--- config.mk ---
export PLATFORM = sky130hd
export DESIGN_NAME = program_loader
export DESIGN_NICKNAME = d
export VERILOG_FILES = /design/src/rtl/program_loader.sv
export SDC_FILE = /design/constraint.sdc
export NUM_CORES = 1
export LEC_CHECK = 0
export CORE_ASPECT_RATIO = 0.9
export CORE_MARGIN = 5
export CORE_UTILIZATION = 45
export DETAILED_ROUTE_END_ITERATION = 12
export PLACE_DENSITY = 0.88
export RECOVER_POWER = 100
export REMOVE_ABC_BUFFERS = 1
export SLEW_MARGIN = 20
export SYNTH_ARGS = -nofsm -noshare
export SYNTH_HDL_FRONTEND = slang
export SYNTH_SLANG_ARGS = --single-unit
--- constraint.sdc ---
create_clock -name clk_i -period 2 [get_ports clk_i]
set_input_delay 0.5 -clock clk_i [delete_from_list [all_inputs] [get_ports clk_i]]
set_output_delay 0.5 -clock clk_i [all_outputs]
set_load 0.005 [all_outputs]
--- src/rtl/program_loader.sv ---
// program_loader: boot-time loader that streams 32-bit instruction words into
// instruction memory from address 0 and holds the CPU in reset until the last
// word has been written and a short settle interval has elapsed.
//
// Handshake: a word is consumed on a rising edge where in_valid_i and
// in_ready_o are both high; in_valid_i without in_ready_o consumes nothing and
// the upstream must hold in_data_i/in_last_i stable. in_ready_o is
// combinational and high only in the LOAD state.
module program_loader #(
    parameter int ADDR_WIDTH  = 10,
    parameter int HOLD_CYCLES = 2
) (
    input  logic                  clk_i,
    input  logic                  reset_ni,
    input  logic                  in_valid_i,
    input  logic [31:0]           in_data_i,
    input  logic                  in_last_i,
    input  logic                  reload_i,
    output logic                  in_ready_o,
    output logic                  imem_we_o,
    output logic [ADDR_WIDTH-1:0] imem_addr_o,
    output logic [31:0]           imem_wdata_o,
    output logic                  cpu_reset_o,
    output logic                  done_o,
    output logic                  error_o,
    output logic [ADDR_WIDTH:0]   loaded_count_o,
    output logic [1:0]            state_o
);

    typedef enum logic [1:0] {
        ST_LOAD  = 2'd0,
        ST_HOLD  = 2'd1,
        ST_RUN   = 2'd2,
        ST_ERROR = 2'd3
    } state_t;

    // Count value meaning "memory full"; the word pointer is the low bits of
    // the count, so the last legal address is FULL-1.
    localparam logic [ADDR_WIDTH:0] FULL      = {1'b1, {ADDR_WIDTH{1'b0}}};
    localparam logic [ADDR_WIDTH:0] LAST_PTR  = FULL - {{ADDR_WIDTH{1'b0}}, 1'b1};
    localparam logic [ADDR_WIDTH:0] CNT_ONE   = {{ADDR_WIDTH{1'b0}}, 1'b1};
    localparam logic [3:0]          HOLD_LAST = 4'(HOLD_CYCLES - 1);

    state_t                state_q, state_d;
    logic [ADDR_WIDTH:0]   cnt_q, cnt_d;
    logic [3:0]            hold_q, hold_d;
    logic                  we_q, we_d;
    logic [ADDR_WIDTH-1:0] addr_q, addr_d;
    logic [31:0]           wdata_q, wdata_d;
    logic                  cpu_reset_q, cpu_reset_d;
    logic                  done_q, done_d;
    logic                  error_q, error_d;
    logic                  accept;

    assign in_ready_o     = (state_q == ST_LOAD);
    assign accept         = in_ready_o && in_valid_i;
    assign imem_we_o      = we_q;
    assign imem_addr_o    = addr_q;
    assign imem_wdata_o   = wdata_q;
    assign cpu_reset_o    = cpu_reset_q;
    assign done_o         = done_q;
    assign error_o        = error_q;
    assign loaded_count_o = cnt_q;
    assign state_o        = state_q;

    // State and output registers; async reset puts the CPU back in reset.
    always_ff @(posedge clk_i or negedge reset_ni) begin
        if (!reset_ni) begin
            state_q     <= ST_LOAD;
            cnt_q       <= '0;
            hold_q      <= '0;
            we_q        <= 1'b0;
            addr_q      <= '0;
            wdata_q     <= '0;
            cpu_reset_q <= 1'b1;
            done_q      <= 1'b0;
            error_q     <= 1'b0;
        end else begin
            state_q     <= state_d;
            cnt_q       <= cnt_d;
            hold_q      <= hold_d;
            we_q        <= we_d;
            addr_q      <= addr_d;
            wdata_q     <= wdata_d;
            cpu_reset_q <= cpu_reset_d;
            done_q      <= done_d;
            error_q     <= error_d;
        end
    end

    // Next-state logic: load words, settle, run, or latch overflow.
    always_comb begin
        state_d     = state_q;
        cnt_d       = cnt_q;
        hold_d      = hold_q;
        we_d        = 1'b0;
        addr_d      = addr_q;
        wdata_d     = wdata_q;
        cpu_reset_d = cpu_reset_q;
        done_d      = done_q;
        error_d     = error_q;
        case (state_q)
            ST_LOAD: begin
                if (accept) begin
                    we_d    = 1'b1;
                    addr_d  = cnt_q[ADDR_WIDTH-1:0];
                    wdata_d = in_data_i;
                    if (cnt_q != FULL) begin
                        cnt_d = cnt_q + CNT_ONE;
                    end
                    if (in_last_i) begin
                        state_d = ST_HOLD;
                        hold_d  = '0;
                    end else if (cnt_q == LAST_PTR) begin
                        // Memory is full and the program has not ended: the
                        // word is still written but the load is abandoned.
                        state_d = ST_ERROR;
                        error_d = 1'b1;
                    end
                end
            end
            ST_HOLD: begin
                if (hold_q == HOLD_LAST) begin
                    state_d     = ST_RUN;
                    cpu_reset_d = 1'b0;
                    done_d      = 1'b1;
                end else begin
                    hold_d = hold_q + 4'd1;
                end
            end
            ST_RUN, ST_ERROR: begin
                if (reload_i) begin
                    state_d     = ST_LOAD;
                    cnt_d       = '0;
                    cpu_reset_d = 1'b1;
                    done_d      = 1'b0;
                    error_d     = 1'b0;
                end
            end
            default: begin
                state_d = ST_LOAD;
            end
        endcase
    end

endmodule
==> metrics.md <==
| Metric | Value |
|---|---|
| Area grow syn2layout | 42.3% |
| GRT Util Overall | 0.179 |
| Worst-path fanout max | 19 |
| Hpwl dp | 5020 um |
| Fin. Hold Viols | 0 |
| Ys async rst share | 1.00 |
| IO Pins | 97 |
| Worst slew pin tran | 0.776 ns |
| Setup Skew | 0.00815 ns |
| Top post-synthesis cells by area | dfrtp_1 57%, nand2_1 18%, buf_2 2.0% |
| Post-route setup TNS | 0 ns |
| Pre-CTS setup slack | 0.0274 ns |
| Synthesized cell area | 2740 um2 |
| Post-route minimum period | 1.93 ns |
| Residual DRC count | 0 |
| Count leader, synth | nand2_1 |
| LEAKAGE | 1.97 nW |
| Clock Latency Late Sink | 0.32 ns |
| Core region area | 6010 um2 |
| Top Metal Used | met4 |
| Worst path bufs/invs | 2 |
| GP Congestion | 0.834 |
| Final core utilization | 0.648 |
| Post-Syn Instances | 298 |
| Met3 WL post-DR | 503 um |
| Crit. End Element | output port |
| Routed Antenna Nets | 0 |
| Die span in x | 92.3 um |
| First-pass iteration count of the detailed router | 4 |
| CP max stage delay | 0.53 ns |
| Max cap viols | 0 |
| Detailed Route WL | 6600 um |
| Distinct cell type count of the synthesized netlist | 43 |
| Final Cell Area | 3900 um2 |
| RSZ-0062 raised after global routing | false |
| Global-route wire length before repair | 11200 um |
| Power Total | 4.77 mW |
| Clock Tree Buf Depth | 2 |
| Metal1 wirelength | 2900 um |
| Max-slew violation count | 0 |
| Top FF cell, synth | dfrtp_1 |
| Worst Path Arrival | 1.43 ns |
| Die ar. | 7750 um2 |
| Synth Warn # | 0 |
| IO Port Bufs | 96 |
| Setup violators final | 0 |
| Reg2Reg Launch Point | hold_q[1] |
| Via-per-instance ratio | 4.97 |
| Initial antenna violation count | 0 |
| Hold slack final | 0.151 ns |
| Startpoint Class | flop |
| Yosys reg bits | 63 |
| Status | finished clean |
| H-tree depth | 3 |
| Register area share after synthesis | 0.576 |
| FMAX | 519 MHz |
| Cts hold-fix bufs | 0 |
| CTS Sinks | 63 |
| Die Ht | 84.0 um |
| CTS tree | built |
| Initial Util | 0.456 |
| Top cells by count, synth | 135 x nand2_1, 62 x dfrtp_1, 11 x buf_2 |
| Clk pin slew, worst setup/hold paths | 0.07 ns |
| Final Non-Filler Cells | 476 |
| Routed via count | 2367 |
| DR iter-0 viols | 66 |
| Placed Area | 3800 um2 |
| Slowest stage cell, crit path | clkdlybuf4s50_1 |
| Internal reg-to-reg setup slack | 0.24 ns |
| Post-synth top area cell | dfrtp_1 |
| Total CTS buffers | 9 |
| Post-CTS sizing | 0 |
| Largest net degree at the start of global routing | 30 |
| Wire per inst | 13.9 um |
| Diode count | 0 |
| Critical Path RT | 1.50 ns |
| Grt ovf | 0 |
| Power Dens Cells | 1220 nW/um2 |
| Post-synth top area share | 0.566 |
| Reg-to-Reg End | hold_q[1] |
| Clk root buf | clkbuf_8 |
| Share of layout cells above drive strength 1 | 0.0619 |
| Slew HR | 0.483 |
| Final Worst Setup Slack | 0.0747 ns |
| Largest delay share family, worst path | buffers and inverters |
| Cells on worst reg2reg path | 6 |
| Worst VDD drop | 0.689 mV |
| Placed insts | 461 |
| Critical Path, Cell by Cell | buf_4, clkdlybuf4s50_1 |
| Final period util | 0.963 |
| Std cell rows | 27 |
| Nets | 441 |
| Syn avg cell area | 9.20 um2 |
| Setup Buffers After CTS | 0 |
| Post-synth EDFFs | 0 |
| Hold Path Class | in -> async |
| Critical path class | reg -> out |
| Vias in the first global route | 2342 |
| Metal2 WL | 3150 um |
-- worst reg2reg max path, delay by kind of cell, from the launching register on --
family	cells	cell delay, ns
AND/OR/NAND/NOR	2	0.63
flip-flops	1	0.42
AO/OA/AOI/OAI	2	0.37
adder cells (fa/ha/maj)	1	0.15
buffers and inverters	1	0.07
-- layout by cell type, fill, tap and decap left out, types with 3 or more instances in the layout --
cell type,instances
clkbuf_8,9
nand3_1,5
dfrtp_1,62
dlygate4sd3_1,52
o21ai_0,6
nand2_1,135
a21o_1,5
clkbuf_2,4
clkbuf_1,5
nor4_1,5
inv_1,7
a21oi_1,6
clkinv_2,3
xnor2_1,4
nor2_1,9
ha_1,4
clkdlybuf4s50_1,43
buf_4,5
nor3_1,5
-- flip-flops by register name, summed over array words and instances (netlist names) --
register / flops
error_o: 1
imem_wdata_o: 32
imem_addr_o: 10
state_o: 2
loaded_count_o: 11
done_o: 1
cpu_reset_o: 1
hold_q: 4
imem_we_o: 1
-- report_power, final --
part,switching [mW],internal [mW]
clock,0.451,0.439
sequential,0.259,1.72
combinational,0.908,0.992
total,1.62,3.15
-- worst max-delay path by stage --
stage          startpoint           endpoint  slack [ns]  cells past startpoint
6_report       state_o[1]         state_o[1]        0.07                      2
4_1_cts        state_o[1]         state_o[1]        0.05                      2
2_1_floorplan  state_o[1]  loaded_count_o[0]       -0.57                      6
3_5_place_dp   in_valid_i          hold_q[2]        0.03                      5
3_3_place_gp   in_valid_i          hold_q[2]        0.08                      5
5_1_grt        state_o[0]         in_ready_o        0.01                      2
-- per-layer routing --
metal,GRT usage,vias to the layer above
li1,-,1169
met1,0.231,1115
met2,0.290,77
met3,0.0487,6
met4,0.0634,0
met5,0,-
-- final cells by class --
class	instances	area, um2
Clock buffer	11	131
Clock inverter	4	23.8
Fill cell	525	2110
Inverter	7	26.3
Multi-Input combinational cell	212	1030
Sequential cell	63	1580
Tap cell	72	90.1
Timing Repair Buffer	107	1020
-- logic make-up after synthesis --
logic type | share of synthesized area
compound gates | 0.0712
xor+xnor | 0.0160
fa+ha+maj | 0.0183
buf+inv | 0.0406
flops | 0.576
mux | 0.00365
simple gates | 0.274
No activity file was read; power rests on OpenSTA's default activity.
